==> src/rtl/hazard_stall_unit.sv <==
// -----------------------------------------------------------------------------
// hazard_stall_unit
//
// Pipeline hazard controller for a classic 5-stage pipeline. Detects load-use
// hazards, taken branches and data-memory stalls, and drives the PC / pipeline
// register enables, flushes and holds. It also flags a memory access that
// stays pending for too long, and can count the cycles in which the PC is
// stalled.
//
// Optional feature macro: STALL_CNT_EN
//   defined   : StallCount counts the cycles with PCWrite=0 and wraps.
//   undefined : StallCount is tied to 0 and no counter register exists.
//
// Parameters
//   TIMEOUT_CYCLES : MEM_WAIT cycles before MemTimeout is raised (default 255)
//   CNT_W          : width of StallCount (default 32)
//
// Ports
//   clk            in   clock, rising edge
//   reset          in   asynchronous, active-high reset
//   IF_ID_RS/RT    in   [4:0] source registers of the instruction in ID
//   ID_EX_RT       in   [4:0] load destination of the instruction in EX
//   ID_EX_MemRead  in   instruction in EX is a load
//   EX_BranchTaken in   branch/jump resolved taken in EX
//   MEM_Req        in   MEM stage issues a data-memory access
//   MEM_Ready      in   the access completes this cycle
//   PCWrite        out  PC enable
//   IF_ID_Write    out  IF/ID enable
//   IF_ID_Flush    out  bubble into IF/ID
//   ID_EX_Flush    out  bubble into ID/EX
//   MEM_WB_Flush   out  bubble into MEM/WB
//   Pipe_Hold      out  hold ID/EX and EX/MEM
//   MemTimeout     out  sticky memory-timeout flag
//   StallCount     out  [CNT_W-1:0] stall-cycle counter
//
// State table
//   state    | meaning
//   RUN      | normal flow; hazards are detected here
//   LD_STALL | the one bubble cycle after a load-use stall; load-use ignored
//   MEM_WAIT | pipeline frozen while the data-memory access is pending
// -----------------------------------------------------------------------------
module hazard_stall_unit #(
    parameter int TIMEOUT_CYCLES = 255,
    parameter int CNT_W          = 32
) (
    input  logic             clk,
    input  logic             reset,
    input  logic [4:0]       IF_ID_RS,
    input  logic [4:0]       IF_ID_RT,
    input  logic [4:0]       ID_EX_RT,
    input  logic             ID_EX_MemRead,
    input  logic             EX_BranchTaken,
    input  logic             MEM_Req,
    input  logic             MEM_Ready,
    output logic             PCWrite,
    output logic             IF_ID_Write,
    output logic             IF_ID_Flush,
    output logic             ID_EX_Flush,
    output logic             MEM_WB_Flush,
    output logic             Pipe_Hold,
    output logic             MemTimeout,
    output logic [CNT_W-1:0] StallCount
);

    typedef enum logic [1:0] {
        RUN      = 2'd0,
        LD_STALL = 2'd1,
        MEM_WAIT = 2'd2
    } state_t;

    localparam int WAIT_W = (TIMEOUT_CYCLES > 1) ? $clog2(TIMEOUT_CYCLES + 1) : 1;
    localparam logic [WAIT_W-1:0] WAIT_MAX = WAIT_W'(TIMEOUT_CYCLES);

    state_t            state_q, state_d;
    logic [WAIT_W-1:0] wait_cnt_q, wait_cnt_d;
    logic              mem_timeout_q, mem_timeout_d;
    logic              load_use;
    logic              mem_stall;

    always_comb begin
        // A load writing r0 never creates a real dependency.
        load_use  = ID_EX_MemRead && (ID_EX_RT != 5'd0) &&
                    ((ID_EX_RT == IF_ID_RS) || (ID_EX_RT == IF_ID_RT));
        // MEM_Req=0 counts as ready, so this also ends MEM_WAIT.
        mem_stall = MEM_Req && !MEM_Ready;

        PCWrite       = 1'b1;
        IF_ID_Write   = 1'b1;
        IF_ID_Flush   = 1'b0;
        ID_EX_Flush   = 1'b0;
        MEM_WB_Flush  = 1'b0;
        Pipe_Hold     = 1'b0;
        state_d       = state_q;
        wait_cnt_d    = wait_cnt_q;
        mem_timeout_d = mem_timeout_q;

        case (state_q)
            RUN, LD_STALL: begin
                if (mem_stall) begin
                    // Freeze; any branch or load-use action is deferred and
                    // re-evaluated once the memory access completes.
                    PCWrite      = 1'b0;
                    IF_ID_Write  = 1'b0;
                    Pipe_Hold    = 1'b1;
                    MEM_WB_Flush = 1'b1;
                    wait_cnt_d   = '0;
                    state_d      = MEM_WAIT;
                end else if (EX_BranchTaken) begin
                    PCWrite     = 1'b1;
                    IF_ID_Flush = 1'b1;
                    ID_EX_Flush = 1'b1;
                    state_d     = RUN;
                end else if (load_use && (state_q == RUN)) begin
                    PCWrite     = 1'b0;
                    IF_ID_Write = 1'b0;
                    ID_EX_Flush = 1'b1;
                    state_d     = LD_STALL;
                end else begin
                    state_d = RUN;
                end
            end
            MEM_WAIT: begin
                if (mem_stall) begin
                    PCWrite      = 1'b0;
                    IF_ID_Write  = 1'b0;
                    Pipe_Hold    = 1'b1;
                    MEM_WB_Flush = 1'b1;
                    if (wait_cnt_q != WAIT_MAX) begin
                        wait_cnt_d = wait_cnt_q + WAIT_W'(1);
                    end
                    if (wait_cnt_d == WAIT_MAX) begin
                        mem_timeout_d = 1'b1;
                    end
                end else begin
                    state_d = RUN;
                end
            end
            default: begin
                state_d = RUN;
            end
        endcase

        // Reset overrides the inputs so the pipeline sees no stray stall.
        if (reset) begin
            PCWrite      = 1'b1;
            IF_ID_Write  = 1'b1;
            IF_ID_Flush  = 1'b0;
            ID_EX_Flush  = 1'b0;
            MEM_WB_Flush = 1'b0;
            Pipe_Hold    = 1'b0;
        end
    end

    always_ff @(posedge clk or posedge reset) begin
        if (reset) begin
            state_q       <= RUN;
            wait_cnt_q    <= '0;
            mem_timeout_q <= 1'b0;
        end else begin
            state_q       <= state_d;
            wait_cnt_q    <= wait_cnt_d;
            mem_timeout_q <= mem_timeout_d;
        end
    end

    assign MemTimeout = mem_timeout_q;

`ifdef STALL_CNT_EN
    logic [CNT_W-1:0] stall_cnt_q, stall_cnt_d;

    always_comb begin
        stall_cnt_d = stall_cnt_q;
        if (!PCWrite) begin
            stall_cnt_d = stall_cnt_q + CNT_W'(1);
        end
    end

    always_ff @(posedge clk or posedge reset) begin
        if (reset) begin
            stall_cnt_q <= '0;
        end else begin
            stall_cnt_q <= stall_cnt_d;
        end
    end

    assign StallCount = stall_cnt_q;
`else
    assign StallCount = '0;
`endif

endmodule

==> config.mk <==
export PLATFORM = sky130hd
export DESIGN_NAME = hazard_stall_unit
export DESIGN_NICKNAME = d
export VERILOG_FILES = /design/src/rtl/hazard_stall_unit.sv
export SDC_FILE = /design/constraint.sdc
export NUM_CORES = 1
export LEC_CHECK = 0
export CAP_MARGIN = 10
export CORE_UTILIZATION = 40
export CTS_BUF_LIST = sky130_fd_sc_hd__clkbuf_16
export DETAILED_ROUTE_END_ITERATION = 7
export MAX_ROUTING_LAYER = met4
export PLACE_DENSITY = 0.82
export SLEW_MARGIN = 20
export SYNTH_ARGS = -nofsm -noshare
export SYNTH_HDL_FRONTEND = slang
export SYNTH_SLANG_ARGS = --single-unit
==> constraint.sdc <==
create_clock -name clk -period 3.3 [get_ports clk]
set_input_delay 0.66 -clock clk [delete_from_list [all_inputs] [get_ports clk]]
set_output_delay 0.66 -clock clk [all_outputs]
set_load 0.02 [all_outputs]
* Word-level counts from Yosys, hierarchy flattened *
Index checks and enable logic that the tools add are counted.

storage, ports and cells
  register bits = 11
  bits of input ports = 21

cells by class
  $add $sub $neg = 1
  equality and inequality tests = 9
  muxes and demuxes = 29
  reduce and logical (&&, ||, !) cells = 13

operators by type and width
  kind                                            number
  2-to-1 mux 8 bit                                5
  2-to-1 mux 1 bit                                19
  case mux 8 bit (2 select lines)                 1
  == test 5 bit                                   2
  adder 8 x 1 -> 8 bit (second input constant)    1
  == test 8 bit (second input constant)           1
  != test 8 bit (second input constant)           1
  != test 2 bit (second input constant)           3
  AND reduction 3 bit                             2
  nonzero test 5 bit                              1
  logical AND 1 bit                               4
  2-to-1 mux 2 bit                                2
  case mux 2 bit (2 select lines)                 1
  OR reduction 3 bit                              1
  == test 2 x 1 -> 1 bit (second input constant)  1
  == test 2 bit (second input constant)           1
  zero test 2 bit                                 1
  case mux 1 bit (2 select lines)                 1
  nonzero test 2 bit                              1
  OR reduction 2 bit                              1
  zero test 1 bit                                 1
  logical OR 1 bit                                1

* Depth between registers and ports, before layout *
Gate-level depths: netlist (run 1).

  depth after elaboration = 9
  depth in mapped cells = 7
  gate-level depth less buffers = 6

* Worst setup path before layout (run 1) *
Ideal clock, no wire load.

  kind = input to output
  from = input ID_EX_RT[1]
  to = output PCWrite
  data arrival time = 1998 ps
  path slack = 642 ps
  stages = 5
  path buffers = 1
  path through = or4_4 -> o211ai_2 -> a21oi_2 -> a21oi_1 -> buf_4

between the ends
  longest elaborated chain between the ends = 9
  elaborated cells between the ends (all ways) = 12

ends and longest elaborated chain
  item                                                   RTL line  text
  start, declared                                        50        input logic [4:0] ID_EX_RT,
  == test 5 bit or nonzero test 5 bit (tied branches)    83, 82
  logical OR 1 bit or logical AND 1 bit (tied branches)  83, 82
  logical AND 1 bit (*)                                  82        load_use = ID_EX_MemRead && (ID_EX_RT != 5'd0) &&
  logical AND 1 bit (*)                                  113       end else if (load_use && (state_q == RUN)) begin
  2-to-1 mux 1 bit (*) (3 in series)                     n/a
  case mux 1 bit (2 select lines) (*)                    n/a
  2-to-1 mux 1 bit (*)                                   n/a
  end, declared                                          55        output logic PCWrite,

Every way passes the cells marked *; elsewhere a longest branch is shown, timed or not.

* Worst setup path in the final report (run 1) *
  from = input ID_EX_RT[1]
  to = output IF_ID_Write

between the ends
  longest elaborated chain between the ends = 9
  elaborated cells between the ends (all ways) = 12

ends and longest elaborated chain
  item                                                   RTL line  text
  == test 5 bit or nonzero test 5 bit (tied branches)    83, 82
  logical OR 1 bit or logical AND 1 bit (tied branches)  83, 82
  logical AND 1 bit (*)                                  82
  logical AND 1 bit (*)                                  113
  2-to-1 mux 1 bit (*)                                   113
  2-to-1 mux 1 bit (*)                                   108       end else if (EX_BranchTaken) begin
  2-to-1 mux 1 bit (*)                                   99        if (mem_stall) begin
  case mux 1 bit (2 select lines) (*)                    97        case (state_q)
  2-to-1 mux 1 bit (*)                                   144       if (reset) begin
  end, declared                                          56        output logic IF_ID_Write,

Marks and branches as above.

==> flow_summary_export.csv, run 1 <==
group,metric,value,unit
die,placementRows,18,
setup_path,critPathLaunchType,"input pin",
run_status,outcome,"complete, no violations",
place,postPlaceCellArea,1280,um2
place,dp.cells,186,
routing,ant_nets,0,
power_and_ir_drop,total_power,476,uW
logic_synthesis,synth.most_common_cell,"buf_4",
setup_path,r2r.worst_path.cells,4,
logic_synthesis,avgSynthCellArea,8.40,um2
power_and_ir_drop,p_leak,0.601,nW
timing,whs,0.469,ns
timing,hold_viol_final,0,
setup_path,critPathMaxFanout,3,
setup_path,critPathKind,"input pin to output port",
routing,dr.pass1.iters,4,
routing,routed_wl,2.45,mm
grt,grt_pass1_vias,870,
logic_synthesis,synth_top_area_share,25.0,%
clock_network,post_cts_buffers,0,
job,drv_cap,0,
timing,rsz0062_at_grt,"false",
grt,grt_pass1_wl,3.94,mm
timing,post-route-period-util,92.7,%
timing,finClkSkew,0.00682,ns
die,core-area,2540,um2
setup_path,rr_startpoint,"state_q[1]",
place,port_buffers,27,
clock_network,root_buffer,"clkbuf_16",
die,die_height,54.4,um
grt,grt_max_degree,12,
routing,detailedRoute.firstIterationViolations,15,
timing,setup_tns,0,ns
cells_and_area,fin_area,1360,um2
die,die_area,2960,um2
logic_synthesis,synth-edff-count,0,
timing,slew_violations,0,
setup_path,r2r-end,"MemTimeout",
clock_network,numCtsBuffers,3,
power_and_ir_drop,vdd_drop_max,0.404,mV
place,dpl.hpwl,1.99,mm
logic_synthesis,synthCells,131,
logic_synthesis,yosysTopAreaCell,"dfrtp_1",
setup_path,end_kind,"output port",
logic_synthesis,yosysSeqAreaShare,25.0,%
clock_network,clkLatencyLatePin,0.24,ns
clock_network,cts_tree,"done",
cells_and_area,antenna_cells,0,
grt,antenna_found_initial,0,
routing,wl_met1,969,um
min_path,min_to,"MemTimeout",
power_and_ir_drop,cellPowerDensity,349,nW/um2
timing,setup_viol,0,
cells_and_area,fin_nets,183,
routing,topRoutingLayerUsed,"met4",
timing,timing.final.crit_period,3.06,ns
timing,setup_slack,0.239,ns
logic_synthesis,synth_area_leaders,"dfrtp_1, buf_4, xor2_1, a21oi_1, xnor2_1",
die,start_util,43.2,%
routing,vias,927,
setup_path,reg2reg_slack,1.62,ns
min_path,worstHoldPathCells,1,
logic_synthesis,yosys_most_used_dff,"dfrtp_1",
grt,grt_overflow,0,
logic_synthesis,yosys_warnings,0,
setup_path,worst_ep_required_time,2.64,ns
min_path,hp-class,"flip-flop to flip-flop",
logic_synthesis,ys_types,40,
cells_and_area,area_delta_synth_final,23.9,%
routing,wl_per_cell,12.9,um
clock_network,ctsHoldBuffers,0,
clock_network,clk_pin_slew,0.04,ns
logic_synthesis,ys_seq_elements,11,
clock_network,cts_sinks,11,
cells_and_area,drive_above_1_share,11.3,%
die,num_io_pins,60,
clock_network,cts_buffer_depth,2,
clock_network,htreeDepth,1,
setup_path,worstPathArrival,2.40,ns
place,gp_congestion,0.845,
logic_synthesis,synthTopCellsByCount,"buf_4, dfrtp_1, a21oi_1",
timing,max_freq,0.327,GHz
min_path,min_from,"MemTimeout",
logic_synthesis,async_reset_ff_share,100,%
cells_and_area,final_cells,190,
routing,wl_met3,76,um
cells_and_area,final_core_util,53.5,%
place,post-place-ws,-0.0555,ns
routing,route.met2.wl,1.39,mm
grt,globalRouteTotalUtil,19.1,%
logic_synthesis,synthesis.area,1100,um2
routing,drc,0,
routing,vias_per_cell,4.88,
die,die_x,54.4,um
## cell usage in the layout, fill, tap and decap left out, types with 2 or more instances in the layout
master and count:
and3_1 2, o21ai_1 3, xor2_1 6, inv_1 4
a21oi_1 10, nor3_1 4, clkbuf_16 3, conb_1 32
o21ai_0 5, nor2_1 5, and2_1 3, dlygate4sd2_1 2
buf_4 5, xnor2_1 4, clkdlybuf4s50_1 24, nand3_1 5
nand2_1 7, dfrtp_1 11
## registers in the layout (all words and copies together), names as in the netlist
register,flops
wait_cnt_q,8
MemTimeout,1
state_q,2
## final cells by class
type / count / area (um2)
fill: 239 / 1180
multi-input combinational: 110 / 652
timing repair buffer: 32 / 308
sequential: 11 / 275
clock buffer: 3 / 75.1
tap: 30 / 37.5
inverter: 3 / 11.3
clock inverter: 1 / 3.75
## worst max-delay path by stage
stage	startpoint	to	slack, ns	cells after the start
floorplan	ID_EX_RT[1]	PCWrite	0.64	5
global route	ID_EX_RT[2]	IF_ID_Write	0.16	8
detailed placement	ID_EX_RT[1]	IF_ID_Write	-0.06	6
finish	ID_EX_RT[1]	IF_ID_Write	0.24	6
global placement	ID_EX_RT[1]	IF_ID_Write	0.02	6
CTS	ID_EX_RT[1]	ID_EX_Flush	0.006	8
## per-layer routing
metal	up-vias	GRT usage, %
met5	-	-
met4	0	4.27
met3	2	4.44
met2	32	35.4
met1	446	20.4
li1	447	-
## logic make-up (layout without fill, tap and decap cells)
group / Yosys count / after routing / synth area share [%]
adders and majority gates: 1 / 1 / 1.14
and+or+nand+nor: 36 / 36 / 19.9
DFF: 11 / 11 / 25.0
xor gates and xnor gates: 10 / 10 / 7.96
other: 1 / 32 / 0.341
buffers and inverters: 41 / 39 / 26.3
AOI/OAI and AO/OA: 31 / 31 / 19.3
## power breakdown
part | switching (mW) | internal, mW
Sequential | 0.00466 | 0.139
Combinational | 0.0676 | 0.0460
Clock | 0.0603 | 0.159
## timing repair
| action | 4_1_cts | 5_1_grt |
|---|---|---|
| setup endpoints to repair | 2 | 1 |
| endpoints found under the hold margin | 0 | 0 |
| gates resized for setup | 2 | 1 |
## worst max-delay path, stage by stage
cell,delay (ns)
clkdlybuf4s50_1,0.43
or4_4,0.54
o211ai_2,0.17
a21oi_2,0.07
a21oi_1,0.17
dlygate4sd2_1,0.37
Note: power is estimated with default switching activity, not from simulation.
==> inputs of run 2 (changes only) <==
Settings changed: ABC_AREA set to 1, CELL_PAD_IN_SITES_DETAIL_PLACEMENT set to 1, CELL_PAD_IN_SITES_GLOBAL_PLACEMENT set to 1, CORE_UTILIZATION 40 to 28, MAX_ROUTING_LAYER met4 to unset, PLACE_DENSITY 0.82 to unset, PLACE_DENSITY_LB_ADDON set to 0.1.
==> run 2 against run 1 <==
Cell count is 41% higher. Non-clock buffer count is 1 lower. Sequential power hardly changed. Sequential cell count stayed put. Sequential share of layout area is 1.8 points lower. First-iteration DRC count is 13% higher. Largest cell class unchanged.
==> flow_summary_export.csv, run 2 <==
group,metric,value,unit
timing,max_freq,0.317,GHz
min_path,min_from,"MemTimeout",
die,start_util,29.4,%
logic_synthesis,yosysSeqAreaShare,23.1,%
grt,grt_pass1_wl,5.09,mm
timing,setup_tns,0,ns
routing,vias_per_cell,4.24,
setup_path,rr_startpoint,"wait_cnt_q[0]",
grt,use_met1,16.9,%
clock_network,cts_resized,0,
die,placementRows,23,
logic_synthesis,synthCells,186,
routing,dr.pass1.iters,4,
logic_synthesis,synth_top_area_share,23.1,%
grt,grt_overflow,0,
die,die_x,67.3,um
routing,routed_wl,3.08,mm
logic_synthesis,yosys_most_used_dff,"dfrtp_1",
clock_network,post_cts_buffers,0,
power_and_ir_drop,p_leak,0.772,nW
logic_synthesis,synth-edff-count,0,
logic_synthesis,synth.most_common_cell,"nand2_1",
clock_network,cts_buffer_depth,2,
grt,met2_usage,27.9,%
clock_network,clkLatencyLatePin,0.24,ns
logic_synthesis,avgSynthCellArea,6.42,um2
timing,finClkSkew,0.00513,ns
timing,setup_viol,0,
timing,slew_violations,0,
grt,use_met3,4.73,%
timing,hold_viol_final,0,
logic_synthesis,synthTopCellsByCount,"nand2_1, buf_4, inv_1",
cells_and_area,fillers,551,
place,port_buffers,27,
job,drv_cap,0,
grt,grt_pass1_vias,1184,
cells_and_area,area_delta_synth_final,25.4,%
grt,antenna_found_initial,0,
logic_synthesis,synthesis.area,1190,um2
routing,drc,0,
clock_network,cts_sinks,11,
logic_synthesis,yosysTopAreaCell,"dfrtp_1",
clock_network,numCtsBuffers,3,
min_path,min_to,"MemTimeout",
die,die_area,4530,um2
setup_path,r2r-end,"MemTimeout",
setup_path,worstPathArrival,2.49,ns
clock_network,cts_tree,"done",
timing,timing.final.crit_period,3.15,ns
setup_path,reg2reg_slack,1.76,ns
setup_path,critPathKind,"input pin to output port",
setup_path,critPathMaxFanout,4,
min_path,hp-class,"flip-flop to flip-flop",
grt,grt_max_degree,10,
logic_synthesis,synth_area_leaders,"dfrtp_1, buf_4, nand2_1, inv_1, nand3_1",
place,dpl.hpwl,2.67,mm
setup_path,critPathLaunchType,"input pin",
routing,ant_nets,0,
grt,globalRouteTotalUtil,15.1,%
die,core-area,4060,um2
grt,grt-busiest-layer,"met2",
logic_synthesis,ys_seq_elements,11,
cells_and_area,antenna_cells,0,
clock_network,clk_pin_slew,0.04,ns
cells_and_area,top_register,"wait_cnt_q",
die,die_height,67.3,um
place,dp.cells,264,
timing,whs,0.489,ns
timing,post-route-period-util,95.5,%
logic_synthesis,async_reset_ff_share,100,%
timing,rsz0062_at_grt,"false",
logic_synthesis,ys_types,23,
min_path,worstHoldPathCells,1,
clock_network,root_buffer,"clkbuf_16",
clock_network,ctsHoldBuffers,0,
power_and_ir_drop,vdd_drop_max,0.344,mV
routing,wl_per_cell,11.5,um
routing,vias,1135,
cells_and_area,largest_register_ffs,8,
setup_path,worst_ep_required_time,2.64,ns
power_and_ir_drop,cellPowerDensity,324,nW/um2
place,gp_congestion,0.806,
run_status,outcome,"complete, no violations",
die,num_io_pins,60,
clock_network,htreeDepth,1,
cells_and_area,final_common_cell,"nand2_1",
setup_path,r2r.worst_path.cells,9,
setup_path,end_kind,"output port",
routing,detailedRoute.firstIterationViolations,17,
cells_and_area,drive_above_1_share,11.5,%
cells_and_area,fin_nets,241,
logic_synthesis,yosys_warnings,0,
cells_and_area,final_cell_mix,"nand2_1, conb_1, inv_1",
cells_and_area,final_cells,268,
-- run 2: cell types whose count changed in the layout (fill, tap and decap cells not counted), sizes merged, moves of 3 or more --
cell           change
xor2               -6
inv               +28
nand3             +11
nand2             +39
o22ai              +3
nor2              +20
clkdlybuf4s50      +3
nor3               -4
a21oi              -9
and2               -3
-- run 2: worst max-delay path: stages --
cell and delay [ns]:
clkdlybuf4s50_1 0.53, inv_1 0.07, nand2_1 0.06, nand2_1 0.06, nor2_1 0.10, nand3_1 0.09
nand2_1 0.09, nand2_1 0.08, a21oi_1 0.13, clkdlybuf4s50_1 0.62
-- run 2: logic make-up (layout without fill, tap and decap cells) --
group	count (synthesis)	in the layout	share of synthesized area, %
buffers and inverters	66	67	31.4
DFF	11	11	23.1
AOI/OAI and AO/OA	14	14	7.34
and+or+nand+nor	91	91	35.3
adders and majority gates	1	1	1.05
xor gates and xnor gates	2	2	1.47
other	1	32	0.314
-- run 2: worst max-delay path by stage --
| stage | end | start | slack [ns] | cells past startpoint |
|---|---|---|---|---|
| floorplan | PCWrite | MEM_Req | 1.05 | 8 |
| global placement | ID_EX_Flush | ID_EX_RT[0] | 0.17 | 10 |
| detailed placement | ID_EX_Flush | ID_EX_RT[0] | 0.14 | 10 |
| CTS | ID_EX_Flush | ID_EX_RT[0] | 0.14 | 10 |
| global route | ID_EX_Flush | ID_EX_RT[0] | 0.01 | 10 |
| finish | ID_EX_Flush | ID_EX_RT[2] | 0.15 | 10 |
-- run 2: cell type report --
cell class / count / area [um2] / share of cell area, %
repair buffers: 31 / 300 / 20.1
well taps: 50 / 62.6 / 4.18
flip-flops and latches: 11 / 275 / 18.4
inverters: 32 / 120 / 8.03
multi-input cells: 140 / 659 / 44.1
clock buffers: 3 / 75.1 / 5.02
clock inverters: 1 / 3.75 / 0.251
-- run 2: report_power, final --
| group | leakage, nW | internal, mW | switching, mW |
|---|---|---|---|
| registers | 0.152 | 0.139 | 0.00388 |
| clock network | 0.0423 | 0.159 | 0.0585 |
| logic | 0.578 | 0.0460 | 0.0785 |
| total | 0.772 | 0.344 | 0.141 |
-- run 2: routing by layer --
metal  share of wire [%]  wire length [um]
met1                  43              1330
met3                 4.5               139
met5                   0                 0
met2                  52              1590
met4                0.59                18
-- run 2: through the flow --
stage	area (um2)	setup WS (ns)	total power [mW]	util [%]
after floorplan	1310	1.05	0.249	-
after global placement	1420	0.174	0.265	34.9
after detailed placement	1420	0.142	0.269	34.9
after CTS	1500	0.136	0.489	36.9
after global routing	1500	0.0120	0.511	36.9
final	1500	0.147	0.485	36.9
